[src/rtl/cpu_pkg.sv]
`default_nettype none
// cpu_pkg: shared CPU encodings used by the MEM stage (ALU opcodes, memory
// read/write codes, MEM stage FSM states).
package cpu_pkg;

  localparam logic [3:0] ALU_ADD = 4'h0;
  localparam logic [3:0] ALU_SUB = 4'h1;
  localparam logic [3:0] ALU_AND = 4'h2;
  localparam logic [3:0] ALU_OR  = 4'h3;
  localparam logic [3:0] ALU_XOR = 4'h4;
  localparam logic [3:0] ALU_SLL = 4'h5;
  localparam logic [3:0] ALU_SRL = 4'h6;
  localparam logic [3:0] ALU_SLT = 4'h7;
  localparam logic [3:0] ALU_LW  = 4'h8;
  localparam logic [3:0] ALU_SW  = 4'h9;

  localparam logic [1:0] ROW_NOP   = 2'b00;
  localparam logic [1:0] ROW_READ  = 2'b01;
  localparam logic [1:0] ROW_WRITE = 2'b10;

  typedef enum logic {
    IDLE   = 1'b0,
    ACCESS = 1'b1
  } mem_state_t;

endpackage
`default_nettype wire

[src/rtl/mem_store_buf.sv]
`default_nettype none
// mem_store_buf: one-entry posted store buffer draining to data memory with a
// req/ack handshake and ack timeout (instantiated only under MEM_STORE_BUF_EN).
module mem_store_buf #(
  parameter int ACK_TIMEOUT = 255
) (
  input  logic        clk,
  input  logic        rst_n,
  input  logic        push,
  input  logic [31:0] push_addr,
  input  logic [31:0] push_data,
  input  logic        ack,
  output logic        valid,
  output logic [31:0] addr,
  output logic [31:0] data,
  output logic        timeout
);

  localparam int CW = $clog2(ACK_TIMEOUT + 1);

  logic [CW-1:0] cnt;

  // valid doubles as the drain request; it stays high until ack or timeout
  assign timeout = valid && !ack && (cnt == CW'(ACK_TIMEOUT - 1));

  always_ff @(posedge clk or negedge rst_n) begin
    if (!rst_n) begin
      valid <= 1'b0;
      addr  <= '0;
      data  <= '0;
      cnt   <= '0;
    end else if (push) begin
      valid <= 1'b1;
      addr  <= push_addr;
      data  <= push_data;
      cnt   <= '0;
    end else if (valid) begin
      if (ack || timeout) valid <= 1'b0;
      else                cnt   <= cnt + 1'b1;
    end
  end

endmodule
`default_nettype wire

[src/rtl/mem_stage.sv]
`default_nettype none
// mem_stage: MEM pipeline stage - data-memory req/ack access with ack timeout and
// MEM/WB register. Define MEM_STORE_BUF_EN to add a one-entry posted store buffer.
module mem_stage
  import cpu_pkg::*;
#(
  parameter int ACK_TIMEOUT = 255
) (
  input  logic        clk_i,
  input  logic        rst_ni,
  input  logic [31:0] addr_i,
  input  logic [31:0] store_data_i,
  input  logic [31:0] IR_i,
  input  logic [1:0]  row_i,
  output logic        stall_o,
  output logic        mem_req_o,
  output logic        mem_we_o,
  output logic [31:0] mem_addr_o,
  output logic [31:0] mem_wdata_o,
  input  logic        mem_ack_i,
  input  logic [31:0] mem_rdata_i,
  output logic [31:0] wb_data_o,
  output logic [31:0] IR_o,
  output logic        wb_valid_o,
  output logic        err_o
);

  localparam int CW = $clog2(ACK_TIMEOUT + 1);

  mem_state_t    state, state_nx;
  logic [CW-1:0] cnt;
  logic          req_q, we_q;
  logic [31:0]   addr_q, wdata_q, ir_q;
  logic          is_rd, is_wr, buf_en, start, hold, fwd, timeout;
  logic          buf_valid, buf_timeout;
  logic [31:0]   buf_addr, buf_data;

  assign is_rd = (row_i == ROW_READ);
  assign is_wr = (row_i == ROW_WRITE);

`ifdef MEM_STORE_BUF_EN
  assign buf_en = 1'b1;
  mem_store_buf #(.ACK_TIMEOUT(ACK_TIMEOUT)) u_store_buf (
    .clk       (clk_i),
    .rst_n     (rst_ni),
    .push      ((state == IDLE) && is_wr && !buf_valid),
    .push_addr (addr_i),
    .push_data (store_data_i),
    .ack       (mem_ack_i),
    .valid     (buf_valid),
    .addr      (buf_addr),
    .data      (buf_data),
    .timeout   (buf_timeout)
  );
`else
  assign buf_en      = 1'b0;
  assign buf_valid   = 1'b0;
  assign buf_addr    = '0;
  assign buf_data    = '0;
  assign buf_timeout = 1'b0;
`endif

  // Loads hitting the buffered store are forwarded; other memory ops wait for the drain.
  assign fwd     = is_rd && buf_valid && (addr_i == buf_addr);
  assign hold    = (is_rd || is_wr) && buf_valid && !fwd;
  assign start   = (is_rd && !buf_valid) || (is_wr && !buf_en);
  assign timeout = (state == ACCESS) && !mem_ack_i && (cnt == CW'(ACK_TIMEOUT - 1));

  always_ff @(posedge clk_i or negedge rst_ni) begin
    if (!rst_ni) state <= IDLE;
    else         state <= state_nx;
  end

  always_comb begin
    state_nx = state;
    case (state)
      IDLE:   if (start) state_nx = ACCESS;
      ACCESS: if (mem_ack_i || timeout) state_nx = IDLE;
    endcase
  end

  always_comb begin
    stall_o = 1'b0;
    case (state)
      IDLE:   stall_o = start || hold;
      // release upstream on timeout as well, so the aborted op is not reissued
      ACCESS: stall_o = !mem_ack_i && !timeout;
    endcase
  end

  assign mem_req_o   = req_q || buf_valid;
  assign mem_we_o    = buf_valid || we_q;
  assign mem_addr_o  = buf_valid ? buf_addr : addr_q;
  assign mem_wdata_o = buf_valid ? buf_data : wdata_q;

  always_ff @(posedge clk_i or negedge rst_ni) begin
    if (!rst_ni) begin
      req_q      <= 1'b0;
      we_q       <= 1'b0;
      addr_q     <= '0;
      wdata_q    <= '0;
      ir_q       <= '0;
      cnt        <= '0;
      wb_data_o  <= '0;
      IR_o       <= '0;
      wb_valid_o <= 1'b0;
      err_o      <= 1'b0;
    end else begin
      wb_valid_o <= 1'b0;
      if (timeout || buf_timeout) err_o <= 1'b1;
      case (state)
        IDLE: begin
          if (start) begin
            req_q   <= 1'b1;
            we_q    <= is_wr;
            addr_q  <= addr_i;
            wdata_q <= store_data_i;
            ir_q    <= IR_i;
            cnt     <= '0;
          end else if (!hold) begin
            wb_data_o  <= fwd ? buf_data : addr_i;
            IR_o       <= IR_i;
            wb_valid_o <= 1'b1;
          end
        end
        ACCESS: begin
          if (mem_ack_i) begin
            req_q      <= 1'b0;
            wb_data_o  <= we_q ? addr_q : mem_rdata_i;
            IR_o       <= ir_q;
            wb_valid_o <= 1'b1;
          end else if (timeout) begin
            req_q      <= 1'b0;
            wb_data_o  <= '0;
            IR_o       <= ir_q;
            wb_valid_o <= 1'b1;
          end else begin
            cnt <= cnt + 1'b1;
          end
        end
      endcase
    end
  end

endmodule
`default_nettype wire

[config.mk]
export PLATFORM = sky130hd
export DESIGN_NAME = mem_stage
export DESIGN_NICKNAME = d
export VERILOG_FILES = /design/src/rtl/cpu_pkg.sv /design/src/rtl/mem_store_buf.sv /design/src/rtl/mem_stage.sv
export SDC_FILE = /design/constraint.sdc
export NUM_CORES = 1
export LEC_CHECK = 0
export CAP_MARGIN = 40
export CORE_ASPECT_RATIO = 1.75
export CORE_MARGIN = 5
export CORE_UTILIZATION = 45
export CTS_CLUSTER_SIZE = 25
export DETAILED_ROUTE_END_ITERATION = 7
export PLACE_DENSITY = 0.83
export RECOVER_POWER = 100
export SYNTH_ARGS = -nofsm -noshare
export SYNTH_HDL_FRONTEND = slang
export SYNTH_SLANG_ARGS = --single-unit
[constraint.sdc]
create_clock -name clk_i -period 2.4 [get_ports clk_i]
set_clock_uncertainty 0.05 [all_clocks]
set_input_delay 0.24 -clock clk_i [delete_from_list [all_inputs] [get_ports clk_i]]
set_output_delay 0.24 -clock clk_i [all_outputs]
set_load 0.05 [all_outputs]
==> results.txt, run 1 <==
- The H-tree was split into 4 levels.
* Final hold slack: about 0.29 ns
* Vias in the first global route: 6381
- Clock network fraction of design power: approximately a fifth
* DRT iter0 DRCs: 229
* Finished Cell Area: 11100 µm²
- Core footprint: approximately 17000 µm²
- The tightest min-delay check is of the primary input to flop type.
- Summed over all layers, the global routing overflow is 0.
* Via count: 6225
- Routed WL: between 20000 and 25000 µm
- Derived from the worst setup path, the maximum achievable clock frequency is ~0.45 GHz.
- Entering global routing, the biggest net connects 165 pins.
- Final net count: ~1100
- Layout overhead on the synthesized area: 44.8%
* Cell variety after synth: 30
- Num ports: 266
- For this run, the total global-route usage over all layers was measured as 21.5%.
- Total of buffers placed on input and output ports: 265
* Routed len/inst: around 17 µm
* Sum of negative setup slack: 0 ns
* Remaining design rule violation count: 0
* Power per standard cell area: 1310 nW/µm²
- In this run the remaining antenna-violating nets after routing total 0.
- The count of pins over their slew limit came to 0.
- The most used flip-flop cell after synthesis is sky130_fd_sc_hd__dfrtp_1.
* Tcrit/Tclk final: slightly above 90%
* Die outline height: 183 µm
- Worst Path Arrival: roughly 1.9 ns
* Worst rel slew slack: 27.0%
* Req. time, crit path: 2.11 ns
* Utilization after layout: 66.0%
- The clock passes through at most 2 buffers.
* Buffer cell driving the clock tree root: sky130_fd_sc_hd__clkbuf_16
- Sequential power share: 31.4%
- The startpoint identified for the worst register-to-register timing path is state$_DFF_PN0_.
- Net switching is 44.9% of the power.
- OpenSTA, run right after detailed placement, puts the worst setup slack at 0.119 ns.
- First-pass iteration count of the detailed router: 4
- Number of warnings reported in the yosys synthesis log: 0
- Setup repair after global routing missed its margin: false
- Row count: 63
- In the post-route analysis, the smallest setup slack over all paths is around 0.19 ns.
- Clock-pin slew was measured on the worst setup and hold paths at 0.07 ns.
- After legalization and detailed placement, the total HPWL measured ~15000 µm.
- Min-Delay Startpoint: store_data_i[4]
* Share of synthesized area occupied by flip-flops and latches: 56.3%
* Post-Place Cell Area: 10500 µm²
- Post-layout min period: between 2 and 2.5 ns
- Element type at the critical path start: primary input
- The floorplan step defined a die boundary enclosing 19900 µm².
- Fraction of final layout cells with drive strength greater than 1: 8.56%
- The clock reaches the later pin of the worst-skew pair after 0.42 ns.
* Leakage power: about 5.2 nW
- Post-detailed-route via-to-cell ratio: ~5
* Net count of the mapped netlist: about 900
- The flow ran to the end, and the final reports show no timing, DRC or antenna violations.
- The congestion estimate from routability-driven global placement came to slightly above 0.8.
- Critical path peak fanout: 4
* Average cell area after synthesis: 10.2 µm²
- The critical path in this run is classified as primary input to output pin.
* Number of enable flip-flop cells after synthesis: 0
* Total of flip-flops plus latches after synthesis: 173
- 0 antenna diodes ended up in the layout.
- Initial core utilization: 45.6%
* Final count of negative-setup-slack endpoints: 0
* Cell count after synthesis: about 750
* Critical path origin: row_i[0]
- Internal power comes to 8.03 mW.
- TritonCTS built the clock tree.
- Number of antenna violations at the first check in global routing: 1
- The worst setup path is captured at an output pin.
* Slew at the pin closest to its max-slew limit: 1.09 ns
- Async SR Flop Fraction: 100%
- Clock tree synthesis inserted a total of 17 buffers.
- Horizontal die dimension: 109 µm
- The tool flagged a number of max-cap violations equal to 0.
- Portion of total power attributed to combinational logic: 49.7%
* Final number of hold-violating endpoints: 0
- Largest voltage drop on the vdd net: 729 µV
- Counting every sink on the clock net gives ~170.
- Net switching power: 6.54 mW
- The first global-routing pass estimated 33600 µm of wire.
- Synth Cell Area: 7690 µm²
-- final timing paths --
kind / to / slack, ns / cells after the start
max reg2reg: wb_data_o[29]$_DFFE_PN0P_ / 0.27 / 5
max: stall_o / 0.19 / 7
min in group asynchronous: mem_addr_o[8]$_DFFE_PN0P_ / 0.31 / 2
max in group asynchronous: mem_addr_o[1]$_DFFE_PN0P_ / 0.48 / 3
min reg2reg: err_o$_DFFE_PN0P_ / 0.41 / 1
min: mem_wdata_o[4]$_DFFE_PN0P_ / 0.29 / 3
-- final cells by class --
| type | instances | area [µm²] |
|---|---|---|
| clock buffers | 19 | 433 |
| inverters | 36 | 135 |
| repair buffers | 284 | 2850 |
| fillers | 1312 | 5740 |
| multi-input cells | 491 | 2940 |
| flip-flops and latches | 173 | 4330 |
| clock inverters | 13 | 156 |
| well taps | 227 | 284 |
-- sequential cells by signal (all words and copies together), names as in the netlist --
signal / cells
mem_addr_o: 32
cnt: 8
wb_data_o: 32
mem_req_o: 1
mem_wdata_o: 32
err_o: 1
wb_valid_o: 1
ir_q: 32
IR_o: 32
mem_we_o: 1
state: 1
-- placed cells by master (no fill, tap or decap), types with 11 or more instances in the layout --
cell / netlist / final
sky130_fd_sc_hd__mux2_4: 30 / 30
sky130_fd_sc_hd__a21oi_1: 69 / 69
sky130_fd_sc_hd__o22ai_1: 32 / 32
sky130_fd_sc_hd__dlygate4sd3_1: 0 / 24
sky130_fd_sc_hd__inv_1: 36 / 36
sky130_fd_sc_hd__dfrtp_1: 173 / 171
sky130_fd_sc_hd__buf_4: 0 / 11
sky130_fd_sc_hd__clkbuf_16: 0 / 17
sky130_fd_sc_hd__nand2_1: 230 / 230
sky130_fd_sc_hd__mux2i_1: 65 / 65
sky130_fd_sc_hd__clkdlybuf4s50_1: 0 / 239
sky130_fd_sc_hd__o21ai_0: 37 / 37
-- per-stage QoR --
stage               std cells  total power [mW]
detailed placement       1207              12.0
finish                   1243              14.6
CTS                      1240              14.8
global placement         1207              11.8
floorplan                 752              9.33
global route             1243              15.3
-- cell usage after synthesis, types with 2 or more instances --
cell type | n | area [µm²]
sky130_fd_sc_hd__nand2_1 | 230 | 863
sky130_fd_sc_hd__dfrtp_1 | 173 | 4330
sky130_fd_sc_hd__a21oi_1 | 69 | 345
sky130_fd_sc_hd__mux2i_1 | 65 | 651
sky130_fd_sc_hd__o21ai_0 | 37 | 185
sky130_fd_sc_hd__inv_1 | 36 | 135
sky130_fd_sc_hd__clkbuf_1 | 32 | 120
sky130_fd_sc_hd__o22ai_1 | 32 | 200
sky130_fd_sc_hd__mux2_4 | 30 | 450
sky130_fd_sc_hd__buf_2 | 12 | 60.1
sky130_fd_sc_hd__buf_6 | 5 | 56.3
sky130_fd_sc_hd__nand3_1 | 5 | 25.0
sky130_fd_sc_hd__buf_12 | 3 | 60.1
sky130_fd_sc_hd__ha_1 | 3 | 37.5
sky130_fd_sc_hd__or3_1 | 3 | 18.8
sky130_fd_sc_hd__mux2_1 | 2 | 22.5
sky130_fd_sc_hd__nor2_1 | 2 | 7.51
-- critical path, cell delays in order --
cell and delay, ns:
sky130_fd_sc_hd__dlygate4sd3_1 0.53, sky130_fd_sc_hd__inv_1 0.04, sky130_fd_sc_hd__ha_1 0.34, sky130_fd_sc_hd__or2_0 0.29
sky130_fd_sc_hd__and2_4 0.21, sky130_fd_sc_hd__inv_1 0.07, sky130_fd_sc_hd__buf_4 0.21
-- per-layer routing --
metal	track usage (%)	up-vias	part of all wire, %
met5	0	-	0.060
met4	8.70	2	2.9
met3	5.28	35	5.7
met2	37.5	185	53
met1	25.1	3002	38
li1	-	3001	-
-- power groups by stage --
stage,combinational [mW],clock [mW],sequential [mW]
2_1_floorplan,1.89,0,7.44
3_3_place_gp,7.21,0,4.59
3_5_place_dp,7.34,0,4.61
4_1_cts,7.35,2.82,4.59
5_1_grt,7.58,2.96,4.73
6_report,7.24,2.75,4.58
-- cell families after synthesis --
group                    synth area share (%)
AND/OR/NAND/NOR                          12.7
flip-flops                               56.3
AO/OA/AOI/OAI                            10.2
multiplexers                             14.6
buffers and inverters                    5.62
adder cells (fa/ha/maj)                 0.488
-- what timing repair did --
| item | in CTS | in global routing |
|---|---|---|
| setup endpoints to repair | 0 | 1 |
| hold buffers | 1 | 0 |
| resized for setup | 0 | 0 |
| setup buffers | 0 | 3 |
| hold endpoints to repair | 57 | 0 |
Note: power is estimated with default switching activity, not from simulation.
==> inputs of run 2 (changes only) <==
ABC_AREA = 1   (was not set)
SKIP_LAST_GASP = 1   (was not set)
==> results.txt, run 2 <==
* Worst Path Arrival: 2.36 ns
- Dividing the detail-routed via count by the number of cells gives 4.93.
- Horizontal die dimension: roughly 110 µm
- The worst setup path is launched from a primary input.
- Count of buffering cells on the critical path with inverters included: 3
- Total of buffers placed on input and output ports: 265
- The number of placed instances, taps included, is between 1000 and 1500.
- Routed WL: between 20000 and 25000 µm
* Req. time, crit path: approximately 2.6 ns
- The initial utilization of the core area, before any placement, comes to 45.7%.
- Net switching power: 6.31 mW
* Final hold slack: about 0.30 ns
- Cell with the most instances after synthesis: sky130_fd_sc_hd__nand2_1
* Slowest cell delay on critical path: 0.86 ns
* Clock network fraction of design power: a little over a fifth
* Worst Setup Path Type: primary input to flop
- In the synthesized netlist the async set-or-reset flop fraction comes to 100%.
- The kind of cell with the highest combined delay along the critical path is buffers and inverters.
- Synth Cell Area: between 7000 and 8000 µm²
* Final net count: 1359
- Area fraction of the dominant cell type after synthesis: 56.2%
* Post-synth top area cell: sky130_fd_sc_hd__dfrtp_1
* Dominant register cell in the synthesized netlist: sky130_fd_sc_hd__dfrtp_1
* Instance count along the most critical hold path: 3
- Leaving out fill and tap cells, the most frequent cell in the layout is sky130_fd_sc_hd__nand2_1.
- During synthesis, Yosys emitted a total of 0 warnings.
* CP endpoint kind: flop
- Sequential power share: between 30 and 40%
- Commonest non-fill, non-tap cells in the layout: sky130_fd_sc_hd__nand2_1 (474), sky130_fd_sc_hd__dfrtp_1 (173), sky130_fd_sc_hd__o21ai_0 (136), sky130_fd_sc_hd__dlygate4sd3_1 (132), sky130_fd_sc_hd__clkdlybuf4s50_1 (131)
- Worst r2r path cells: 4
- Hold Crit Class: primary input to flop
* Number of antenna violations at the first check in global routing: 1
- Total clock buffers created by CTS: 17
* Final count of negative-setup-slack endpoints: 0
- Die outline height: 183 µm
- Top post-synthesis cells by count: sky130_fd_sc_hd__nand2_1 (473), sky130_fd_sc_hd__dfrtp_1 (173), sky130_fd_sc_hd__o21ai_0 (136)
- Largest voltage drop on the vdd net: roughly 690 µV
- After clock tree synthesis, the repair step resized 0 gates.
- In the routed design, unresolved DRC markers number 0.
- The via count of the first global-routing pass is 7564.
* CTS HTree Levels: 4
- Based on the critical path, the design can be clocked at up to 0.463 GHz.
- Tcrit/Tclk final: 90.1%
* Post-layout min period: 2.16 ns
* Portion of total power attributed to combinational logic: 46.3%
* Fraction of final layout cells with drive strength greater than 1: 4.85%
- The die covers 19900 µm².
- Post-route total power: 13.8 mW
- First-pass iteration count of the detailed router: 4
- Summed over all layers, the global routing overflow is 0.
- After clock tree synthesis, the clock-pin slew on the worst setup and hold paths is approximately 0.070 ns.
- The analysis attributes to cell leakage a power of 5.61 nW.
- Share of synthesized area occupied by flip-flops and latches: a little under three fifths
* DRT iter0 DRCs: approximately 320
* TritonCTS clock tree: built
- Setup repair after global routing missed its margin: false
- Min-Delay Startpoint: store_data_i[29]
- The floorplan step defined a core boundary enclosing 16900 µm².
- Total of flip-flops plus latches after synthesis: around 170
- # Post-CTS Setup Buffers: 0
- Flop-to-flop setup slack: 0.26 ns
* Critical path peak fanout: 23
- When the netlist entered floorplanning its net count stood at roughly 1100.
- Leading post-synthesis cells by cell area: sky130_fd_sc_hd__dfrtp_1 (56%), sky130_fd_sc_hd__nand2_1 (23%), sky130_fd_sc_hd__o21ai_0 (8.8%)
- P_int: 7.45 mW
* Power per standard cell area: 1230 nW/µm²
- The critical path goes through clkdlybuf4s50_1 > inv_1 > ha_1 > nor2_1 > clkbuf_1 > o21ai_0.
- Entering global routing, the biggest net connects 87 pins.
* Origin of the critical flop-to-flop path: state$_DFF_PN0_
* Hold-fix buffer count after cts: 1
- In this run the remaining antenna-violating nets after routing total 0.
- Placed wire-length estimate: 16600 µm
- For hold timing, the worst endpoint is mem_wdata_o[29]$_DFFE_PN0P_.
- Row count: 63
- Highest-delay cell along the critical path: sky130_fd_sc_hd__clkbuf_1
- Clock network latency to the later pin of the worst-skew pair: 0.42 ns
* Clock sink total: 173
- Number of buffers between clock root and the deepest sink: 2
* Num ports: between 200 and 300
* Via count: 7211
* Utilization after layout: 66.1%
* Layout overhead on the synthesized area: 44.8%
- Across every metal layer, demand over resource in global routing totals 24.4%.
- Outcome: finished clean
* GPL Wtd Cong: 0.839
- Final number of hold-violating endpoints: 0
* Slew at the pin closest to its max-slew limit: about 1.4 ns
* Routed len/inst: 16.0 µm
- Proportion of total power due to net switching: 45.8%
- Global-route wire length before repair: 38100 µm
- The worst pin sits at a relative slew slack of about 6%.
- Sum of negative setup slack: 0 ns
* Cell variety after synth: 22
- Each instance of the synthesized netlist takes up on average 7.90 µm².
- Clock tree synthesis selected as its root buffer the cell sky130_fd_sc_hd__clkbuf_16.
* Reported max-cap violation count: 0
* Cell count after synthesis: 975
- Slew Viols, Final: 0
* Number of enable flip-flop cells after synthesis: 0
* Number of non-filler instances in the completed layout: 1464
- R2r endpoint: mem_addr_o[30]$_DFFE_PN0P_
[run 2: final cells by class]
cell class | count | area (µm²)
fill | 1416 | 5720
sequential | 173 | 4330
multi-input combinational | 685 | 2850
timing repair buffer | 284 | 2810
clock buffer | 18 | 439
tap | 227 | 284
inverter | 62 | 233
clock inverter | 14 | 204
antenna | 1 | 2.50
[run 2: cell families (layout without fill, tap and decap cells)]
kind of cell / after synthesis / after routing / share of synthesized area (%)
AO/OA/AOI/OAI: 156 / 156 / 10.2
XOR/XNOR: 3 / 3 / 0.341
adder cells (fa/ha/maj): 3 / 3 / 0.487
buffers and inverters: 117 / 378 / 6.82
flip-flops: 173 / 173 / 56.2
other: 0 / 1 / 0
AND/OR/NAND/NOR: 523 / 523 / 26.0
[run 2: how the worst max path moves through the flow]
stage               slack [ns]  depth (start not counted)                  from                         end
finish                    0.24                          6              row_i[0]  mem_addr_o[30]$_DFFE_PN0P_
global placement          0.23                          7              row_i[0]          cnt[6]$_DFFE_PN0P_
floorplan                 0.77                          7  mem_we_o$_DFFE_PN0P_   wb_data_o[14]$_DFFE_PN0P_
global route              0.11                          3                rst_ni  mem_addr_o[27]$_DFFE_PN0P_
CTS                       0.31                          8    cnt[0]$_DFFE_PN0P_                     stall_o
detailed placement        0.17                          7              row_i[0]          cnt[6]$_DFFE_PN0P_
[run 2: power groups by stage]
stage / Combinational [mW] / Sequential [mW] / Clock (mW)
floorplan: 1.56 / 7.09 / 0
global placement: 6.61 / 4.44 / 0
detailed placement: 6.70 / 4.47 / 0
CTS: 6.74 / 4.44 / 3.05
global route: 6.82 / 4.52 / 3.18
finish: 6.37 / 4.40 / 2.99
[run 2: routing by layer]
| metal | part of all wire, % | GRT usage, % | vias up |
|---|---|---|---|
| li1 | - | - | 3510 |
| met1 | 37 | 27.4 | 3398 |
| met2 | 52 | 41.6 | 238 |
| met3 | 6.4 | 6.48 | 65 |
| met4 | 5.2 | 13.5 | 0 |
| met5 | 0 | 0 | - |
[run 2: worst reg2reg max path: cells and delay by family (launching register included)]
kind / cells / cell delay, ns
buf+inv: 2 / 1.07
flops: 1 / 0.40
compound gates: 1 / 0.24
simple gates: 1 / 0.22
[run 2: through the flow]
step	setup WS (ns)	instance area [µm²]
6_report	0.238	11200
2_1_floorplan	0.771	7700
4_1_cts	0.311	11200
5_1_grt	0.110	11200
3_5_place_dp	0.175	10600
3_3_place_gp	0.232	10600
